## src/rtl/irr_sync.sv

```systemverilog
// Interrupt request register: per-channel synchroniser, edge/level capture with
// acknowledge clearing, and a rotating-priority resolver over unmasked requests.
module irr_sync #(
  parameter int N           = 8,
  parameter int SYNC_STAGES = 2,
  localparam int IDW        = (N < 2) ? 1 : $clog2(N)
) (
  input  logic           clk,
  input  logic           reset,
  input  logic [N-1:0]   ir_in,
  input  logic [N-1:0]   level_mode,
  input  logic [N-1:0]   imr,
  input  logic [IDW-1:0] prio_base,
  input  logic           ack_valid,
  input  logic [IDW-1:0] ack_id,
  output logic [N-1:0]   irr,
  output logic           int_req,
  output logic [IDW-1:0] req_id
);

  logic [N-1:0] sync_q [SYNC_STAGES];
  logic [N-1:0] sync_s;
  logic [N-1:0] prev_q;
  logic [N-1:0] rise;
  logic [N-1:0] ack_hit;
  logic [N-1:0] irr_nxt;
  logic [N-1:0] pend;
  int           base;
  int           idx;

  assign sync_s = sync_q[SYNC_STAGES-1];
  assign rise   = sync_s & ~prev_q;

  // ack_id values >= N never match a channel, so they fall out naturally
  always_comb begin
    ack_hit = '0;
    for (int i = 0; i < N; i++) begin
      if (ack_valid && (int'(ack_id) == i)) ack_hit[i] = 1'b1;
    end
  end

  // Edge channels: set beats ack. Level channels follow the synchronised line.
  assign irr_nxt = (level_mode & sync_s) |
                   (~level_mode & (rise | (irr & ~ack_hit)));

  always_ff @(posedge clk) begin
    if (reset) begin
      for (int j = 0; j < SYNC_STAGES; j++) sync_q[j] <= '0;
      prev_q <= '0;
      irr    <= '0;
    end else begin
      sync_q[0] <= ir_in;
      for (int j = 1; j < SYNC_STAGES; j++) sync_q[j] <= sync_q[j-1];
      prev_q <= sync_s;
      irr    <= irr_nxt;
    end
  end

  assign pend    = irr & ~imr;
  assign int_req = |pend;

  // Scan from lowest priority to highest so the last hit is the winner.
  always_comb begin
    base   = (int'(prio_base) < N) ? int'(prio_base) : 0;
    idx    = 0;
    req_id = '0;
    for (int off = N - 1; off >= 0; off--) begin
      idx = base + off;
      if (idx >= N) idx = idx - N;
      if (pend[idx[IDW-1:0]]) req_id = idx[IDW-1:0];
    end
  end

endmodule

```

## config.mk

```make
export PLATFORM = sky130hd
export DESIGN_NAME = irr_sync
export DESIGN_NICKNAME = d
export VERILOG_FILES = /design/src/rtl/irr_sync.sv
export SDC_FILE = /design/constraint.sdc
export NUM_CORES = 1
export LEC_CHECK = 0
export CAP_MARGIN = 5
export CORE_UTILIZATION = 45
export DETAILED_ROUTE_END_ITERATION = 16
export PLACE_DENSITY = 0.73
export SYNTH_ARGS = -nofsm -noshare
export SYNTH_HDL_FRONTEND = slang
export SYNTH_SLANG_ARGS = --single-unit
```

## constraint.sdc

```tcl
create_clock -name clk -period 6.4 [get_ports clk]
set_input_delay 0.96 -clock clk [delete_from_list [all_inputs] [get_ports clk]]
set_output_delay 0.96 -clock clk [all_outputs]
set_load 0.02 [all_outputs]
```

# Word-level counts from Yosys, hierarchy flattened
# Memories as Yosys holds them, arrays and structs flattened.
# Index checks and enable logic that the tools add are counted.
# classes
eq_ne,7
addsub,15
muxes,45
n_reduce_logical,10
bitwise,13
magnitude_cmp,16
# op_table
cell,n
$mux 3,16
$and 8x8->8,5
$lt 3x4->1 const B,8
$not 8->8,4
$ge 4x4->1 const B,7
$bmux 1 s3,8
$sub 3x1->3 const B,8
$mux 1,19
$add 3x3->4 const B,4
$mux 8,2
$or 8x8->8,2
$eq 3x3->1 const B,4
$add 3x2->4 const B,2
$logic_and 1x1->1,8
$reduce_or 8->1,1
$eq 3x2->1 const B,2
$add 3x1->4 const B,1
$ge 3x4->1 const B,1
$eq 3x1->1 const B,1
$logic_not 3->1,1
$or 1x1->1,2
# word_totals
reg_bits,16
memories,1
mem_bits_rw,16
inputBits,33
# mem_list
name,words,width,read_ports,rd_clocked_by_memory_dff,wr,line_no,text
sync_q,2,8,2,0,2,21,logic [N-1:0] sync_q [SYNC_STAGES];

# Longest topological paths before layout
# Gate-level depths: netlist (run 1).
# logic_depth
depth_word,13
ltp_mapped,8

# Least setup slack after synthesis (run 1)
# No wires, ideal clock.
# synth_path
path_kind,input port to output port
start,in prio_base[0]
end,out req_id[1]
arrival_time_ns,3.234
stages,7
n_path_buf,0
path_slack_ns,2.206
path_cell_list,inv_2 -> ha_1 -> mux4_2 -> mux2_4 -> o311a_1 -> or4_1 -> a21oi_1
# synth_via
elab_chain_len,13
# synth_lines
item,line_no,text
from (decl),13,"input logic [IDW-1:0] prio_base,"
$add 3x3->4,68,idx = base + off;
$ge 4x4->1 or $sub 3x1->3 (tied branches),69,if (idx >= N) idx = idx - N;
$mux 3,69,
$bmux 1 s3,70,if (pend[idx[IDW-1:0]]) req_id = idx[IDW-1:0];
$mux 1 (not written as such),70,
$mux 3 (7 in a row),70,
$mux 3 (*),70,
to (decl),18,output logic [IDW-1:0] req_id
# Mark *: on every way between the ends. The rest lies on a longest branch, timed or not. The select of a mux whose other input is x is not followed.

# Final worst setup path (run 1)
# Same ends and word-level chain as after synthesis.

==> results.yml, run 1 <==
cells_and_area:
  postLayoutCellArea_sq_mm: 0.002471
  syn_to_final_growth_pct: 30.88
  nets: 279
  final_common_cell: "clkdlybuf4s50_1"
  drive_above_1_share: 0.1102
  fin_cells: 295
  final_cell_mix: "clkdlybuf4s50_1 (44), nor2b_1 (36), dfxtp_1 (32)"
  antenna_cells: 0
  num-fill-cells: 359
timing:
  rsz0062_at_grt: "no"
  tightest_slew_ns: 1.008
  finalSetupTns_ns: 0
  drv_slew: 0
  finalCriticalPeriod_ns: 5.451
  hold_violations: 0
  slew_headroom: 0.3259
  final-setup-viol-count: 0
  fin_crit_sh: 0.8517
  skew_ns: 0.002197
  whs_ns: 0.4361
  max_clock_freq_ghz: 0.1834
floorplan:
  die_w_um: 66.78
  pin_count: 45
  core-area_sq_mm: 0.004000
  die_area_sq_mm: 0.004459
  start_util: 0.4720
  die_height_um: 66.78
  rows: 23
yosys:
  yosysSeqAreaShare: 0.3393
  syn_inst: 197
  synthesis.nets: 232
  syn_avg_cell_area_sq_um: 9.584
  ys_dominant_reg_cell: "dfxtp_1"
  async_flop_share: 0
  netlist_area_sq_mm: 0.001888
  yosysWarnings: 0
  ys_seq_elements: 32
  synth.distinct_cells: 38
  synth_edf_count: 0
clock_network:
  cts_buffers: 5
  insertion_delay_ns: 0.28
  htree_levels: 2
  cts_tree: "done"
  root_buffer: "clkbuf_8"
  cts_resized: 0
  cts_buffer_depth: 2
  clock_sinks: 32
  postCtsSetupBuffers: 0
  holdBufCountCts: 0
  clk_pin_slew_ns: 0.06
power_and_ir_drop:
  leakage_nw: 0.8842
  power.total_mw: 0.4662
  ir_drop_v: 0.0001750
  power.density_mw_per_mm2: 188.7
placed_design:
  place.gp.congestion: 0.9284
  dp_cells: 287
  buffer_ports.inserted: 44
  hpwl_mm: 3.434
  placed_cell_area_sq_mm: 0.002381
worst_hold_path:
  whs_path_depth: 1
  whs_endpoint: "sync_q[0][15]"
  hold_start: "sync_q[0][7]"
  hp-class: "register to register"
global_routing:
  grt_antenna_before_repair: 0
  overflow: 0
  first_global_vias: 1526
  grt_usage: 0.2119
  grt_max_degree: 33
  grt_pass1_wl_mm: 6.872
routing:
  num_vias: 1688
  drc: 0
  first_iter_violations: 170
  ant_nets: 0
  first_pass_iters: 4
  wl_per_cell_um: 14.63
  drt-total-wl_mm: 4.316
  routed_via_density: 5.722
critical_path:
  worstReg2RegStart: "sync_q[0][8]"
  r2r-end: "irr[0]"
  r2r_cells: 2
  critical_path_class: "input port to output pin"
  worstPathArrival_ns: 4.49
  cp_max_fo: 14
  end_kind: "output pin"
  worstSetupStartpointType: "input port"
  required_ns: 5.44
  r2r_slack_ns: 5.62
flow_run:
  maxCapViolations: 0
run_status:
  outcome: "completed"
==> how the worst max path moves through the flow <==
stage	from	endpoint	cells after the start
after floorplan	prio_base[0]	req_id[1]	7
after global placement	prio_base[0]	req_id[1]	10
after detailed placement	prio_base[0]	req_id[1]	10
after CTS	prio_base[0]	req_id[1]	10
after global routing	prio_base[0]	req_id[1]	10
final	prio_base[0]	req_id[1]	10
==> sequential cells by signal, summed over array words and instances (netlist names) <==
signal / flops
prev_q: 8
sync_q: 16
irr: 8
==> power breakdown <==
part | internal [mW] | total (mW) | switching (mW)
sequential | 0.207 | 0.210 | 0.00320
clock | 0.0875 | 0.153 | 0.0660
combinational | 0.0556 | 0.102 | 0.0467
==> cells by family (layout without fill, tap and decap cells) <==
logic type | Yosys count | count (layout) | synth area share
AND/OR/NAND/NOR | 88 | 88 | 0.2631
AO/OA/AOI/OAI | 36 | 36 | 0.1471
flip-flops | 32 | 32 | 0.3393
multiplexers | 25 | 25 | 0.2028
buffers and inverters | 12 | 60 | 0.02518
adder cells (fa/ha/maj) | 2 | 2 | 0.01325
XOR/XNOR | 2 | 2 | 0.009279
==> metal layers <==
metal  vias up  wire length (um)  track usage  part of all wire
met1       786              1745       0.2402              0.40
met2        64              2169       0.3548              0.50
met3        13               265      0.05993             0.061
met5         -                 0            0                 0
li1        825                 -            -                 -
met4         0               136       0.1170             0.032
==> cell type report <==
| cell class | instances | area (sq um) | share of cell area |
|---|---|---|---|
| tap | 50 | 62.56 | 0.02532 |
| timing repair buffer | 46 | 455.4 | 0.1843 |
| multi-input combinational | 153 | 1200 | 0.4856 |
| inverter | 6 | 22.52 | 0.009114 |
| clock buffer | 8 | 90.09 | 0.03646 |
| sequential | 32 | 640.6 | 0.2592 |
==> worst max-delay path, cell delays in order <==
cell and delay, ns:
clkdlybuf4s50_1 0.46, buf_4 0.22, inv_2 0.15, ha_1 0.47
mux4_2 0.60, mux2_4 0.31, o311a_1 0.10, or4_1 0.48
a21oi_1 0.14, clkdlybuf4s50_1 0.61
==> synthesized netlist by cell type (2+ instances only) <==
| cell | number | area share |
|---|---|---|
| a21oi_1 | 7 | 0.019 |
| a32o_1 | 8 | 0.042 |
| buf_2 | 2 | 0.0053 |
| clkbuf_1 | 4 | 0.0079 |
| dfxtp_1 | 32 | 0.34 |
| ha_1 | 2 | 0.013 |
| inv_1 | 2 | 0.0040 |
| inv_2 | 4 | 0.0079 |
| mux2_2 | 2 | 0.012 |
| mux2i_1 | 12 | 0.064 |
| mux4_2 | 10 | 0.12 |
| nand2_1 | 6 | 0.012 |
| nand2b_1 | 17 | 0.056 |
| nand3_1 | 4 | 0.011 |
| nand4_1 | 2 | 0.0066 |
| nor2_1 | 15 | 0.030 |
| nor2b_1 | 36 | 0.12 |
| nor3b_1 | 2 | 0.0079 |
| nor4_1 | 2 | 0.0066 |
| o211ai_1 | 3 | 0.012 |
| o21ai_0 | 4 | 0.011 |
| o221a_2 | 2 | 0.012 |
| o221ai_1 | 2 | 0.0093 |
| o22ai_1 | 2 | 0.0066 |
| xnor2_1 | 2 | 0.0093 |
==> metrics by stage <==
step                      setup slack [ns]    util
final                               0.9488  0.6178
after CTS                           0.9507  0.6178
after global routing                0.7815  0.6178
after floorplan                      2.206       -
after detailed placement            0.9519  0.5952
after global placement              0.9881  0.5952
(Power assumes the default switching activity.)
==> run 2: changes to the inputs <==
Settings changed: ABC_AREA from default to 1, CORE_UTILIZATION 45 to 44, PLACE_DENSITY 0.73 to 0.75, SLEW_MARGIN from default to 20.
Clock period 6.4 ns to 4.55 ns, I/O delays scaled along.
==> results.yml, run 2 <==
run_status:
  outcome: "completed"
critical_path:
  r2r_slack_ns: 3.65
  required_ns: 3.87
  end_kind: "output pin"
  r2r_cells: 2
  critical_path_class: "input port to output pin"
  worstPathArrival_ns: 3.31
  cp_max_fo: 9
  worstSetupStartpointType: "input port"
  worstReg2RegStart: "irr[0]"
  r2r-end: "irr[0]"
global_routing:
  first_global_vias: 1578
  grt_usage: 0.2178
  grt_antenna_before_repair: 0
  gr-usage-met2: 0.3622
  grt_busiest_layer: "met2"
  met3_usage: 0.04310
  overflow: 0
  gr-usage-met1: 0.2887
  grt_pass1_wl_mm: 7.169
  grt_max_degree: 26
floorplan:
  pin_count: 45
  die_height_um: 66.26
  rows: 22
  core-area_sq_mm: 0.003799
  start_util: 0.4783
  die_w_um: 66.26
  die_area_sq_mm: 0.004390
worst_hold_path:
  hp-class: "register to register"
  hold_start: "sync_q[0][7]"
  whs_endpoint: "sync_q[0][15]"
  whs_path_depth: 2
yosys:
  netlist_area_sq_mm: 0.001817
  synth.distinct_cells: 25
  async_flop_share: 0
  synth_most_common_cell: "inv_1"
  yosysSeqAreaShare: 0.3526
  ys_seq_elements: 32
  yosysTopAreaCellShare: 0.3526
  synthesis.nets: 306
  synth_edf_count: 0
  ys_dominant_reg_cell: "dfxtp_1"
  yosysWarnings: 0
  synth_top_area_cell: "dfxtp_1"
  synthTopCellsByCount: "inv_1 (65), nand3_1 (43), nand2_1 (41), nor2_1 (37), dfxtp_1 (32)"
  synthTopCellsByArea: "dfxtp_1 (35%), inv_1 (13%), nand3_1 (12%)"
  syn_avg_cell_area_sq_um: 6.704
  syn_inst: 271
timing:
  tightest_slew_ns: 0.6699
  fin_crit_sh: 0.8784
  skew_ns: 0.004453
  setup_ws_ns: 0.5532
  slew_headroom: 0.5520
  max_clock_freq_ghz: 0.2502
  final-setup-viol-count: 0
  hold_violations: 0
  drv_slew: 0
  finalCriticalPeriod_ns: 3.997
  finalSetupTns_ns: 0
  whs_ns: 0.4008
  rsz0062_at_grt: "no"
power_and_ir_drop:
  power.density_mw_per_mm2: 311.8
  ir_drop_v: 0.0002377
  leakage_nw: 1.119
cells_and_area:
  final_cell_mix: "inv_1 (65), clkdlybuf4s50_1 (44), nand3_1 (43)"
  reg_top3: "sync_q x16, irr x8, prev_q x8"
  largest_register_ffs: 16
  nets: 353
  num-fill-cells: 351
  final_common_cell: "inv_1"
  utilization: 0.6304
  largest_register: "sync_q"
  drive_above_1_share: 0.07210
  antenna_cells: 0
  syn_to_final_growth_pct: 31.82
  postLayoutCellArea_sq_mm: 0.002395
routing:
  drc: 0
  drt-total-wl_mm: 4.262
  wl_per_cell_um: 11.61
  first_pass_iters: 4
  num_vias: 1766
  first_iter_violations: 131
  ant_nets: 0
  routed_via_density: 4.812
placed_design:
  place.gp.congestion: 0.9075
  hpwl_mm: 3.438
  buffer_ports.inserted: 44
  placed_cell_area_sq_mm: 0.002287
  pre_cts_slack_ns: 0.5582
clock_network:
  cts_buffers: 5
  cts_tree: "done"
  clk_pin_slew_ns: 0.07
  cts_buffer_depth: 2
  cts_resized: 0
  clock_sinks: 32
  postCtsSetupBuffers: 0
  holdBufCountCts: 0
  root_buffer: "clkbuf_8"
  htree_levels: 2
  insertion_delay_ns: 0.27
flow_run:
  maxCapViolations: 0
==> run 2: routing by layer <==
layer,share of wire,vias up
met1,0.48,773
met4,0.0023,0
met3,0.049,2
met5,0,-
li1,-,940
met2,0.47,51
==> run 2: critical path, stage by stage <==
cell	delay [ns]
clkdlybuf4s50_1	0.49
inv_2	0.09
ha_1	0.41
inv_1	0.18
nand3_1	0.11
nand3_1	0.14
nand2_2	0.11
inv_1	0.07
nand3_1	0.06
nand3_1	0.09
nand2_1	0.05
nand2_1	0.05
nand2_1	0.06
a21oi_2	0.11
clkdlybuf4s50_1	0.61
==> run 2: cell type report <==
| cell class | count | area, sq um | share of cell area |
|---|---|---|---|
| Inverter | 68 | 255.2 | 0.1066 |
| Timing Repair Buffer | 47 | 462.9 | 0.1933 |
| Clock inverter | 2 | 35.03 | 0.01463 |
| Clock buffer | 6 | 72.57 | 0.03030 |
| Sequential cell | 32 | 640.6 | 0.2675 |
| Multi-Input combinational cell | 164 | 868.3 | 0.3626 |
| Tap cell | 48 | 60.06 | 0.02508 |
==> run 2: power breakdown <==
group / leakage, nW / internal, mW / switching, mW
Sequential: 0.263 / 0.291 / 0.00507
Clock: 0.0552 / 0.162 / 0.0988
Combinational: 0.801 / 0.0855 / 0.103
Total: 1.12 / 0.539 / 0.207
==> run 2: kinds of logic after synthesis <==
| family | share of synthesized area |
|---|---|
| xor gates and xnor gates | 0.04545 |
| and+or+nand+nor | 0.3092 |
| buffers and inverters | 0.1694 |
| AOI/OAI and AO/OA | 0.1095 |
| adders and majority gates | 0.01377 |
| DFF | 0.3526 |
==> run 2: worst max path at each step <==
stage,startpoint,end,slack [ns],cells past startpoint
2_1_floorplan,prio_base[1],req_id[1],1.62,15
3_3_place_gp,prio_base[0],req_id[1],0.53,15
3_5_place_dp,prio_base[0],req_id[1],0.56,15
4_1_cts,prio_base[0],req_id[1],0.55,15
5_1_grt,prio_base[0],req_id[1],0.34,16
6_report,prio_base[0],req_id[1],0.55,15
==> run 2: through the flow <==
stage / std cells / power, mW
after floorplan: 271 / 0.4199
after global placement: 359 / 0.4902
after detailed placement: 359 / 0.4905
after CTS: 367 / 0.7514
after global routing: 367 / 0.7861
final: 367 / 0.7466
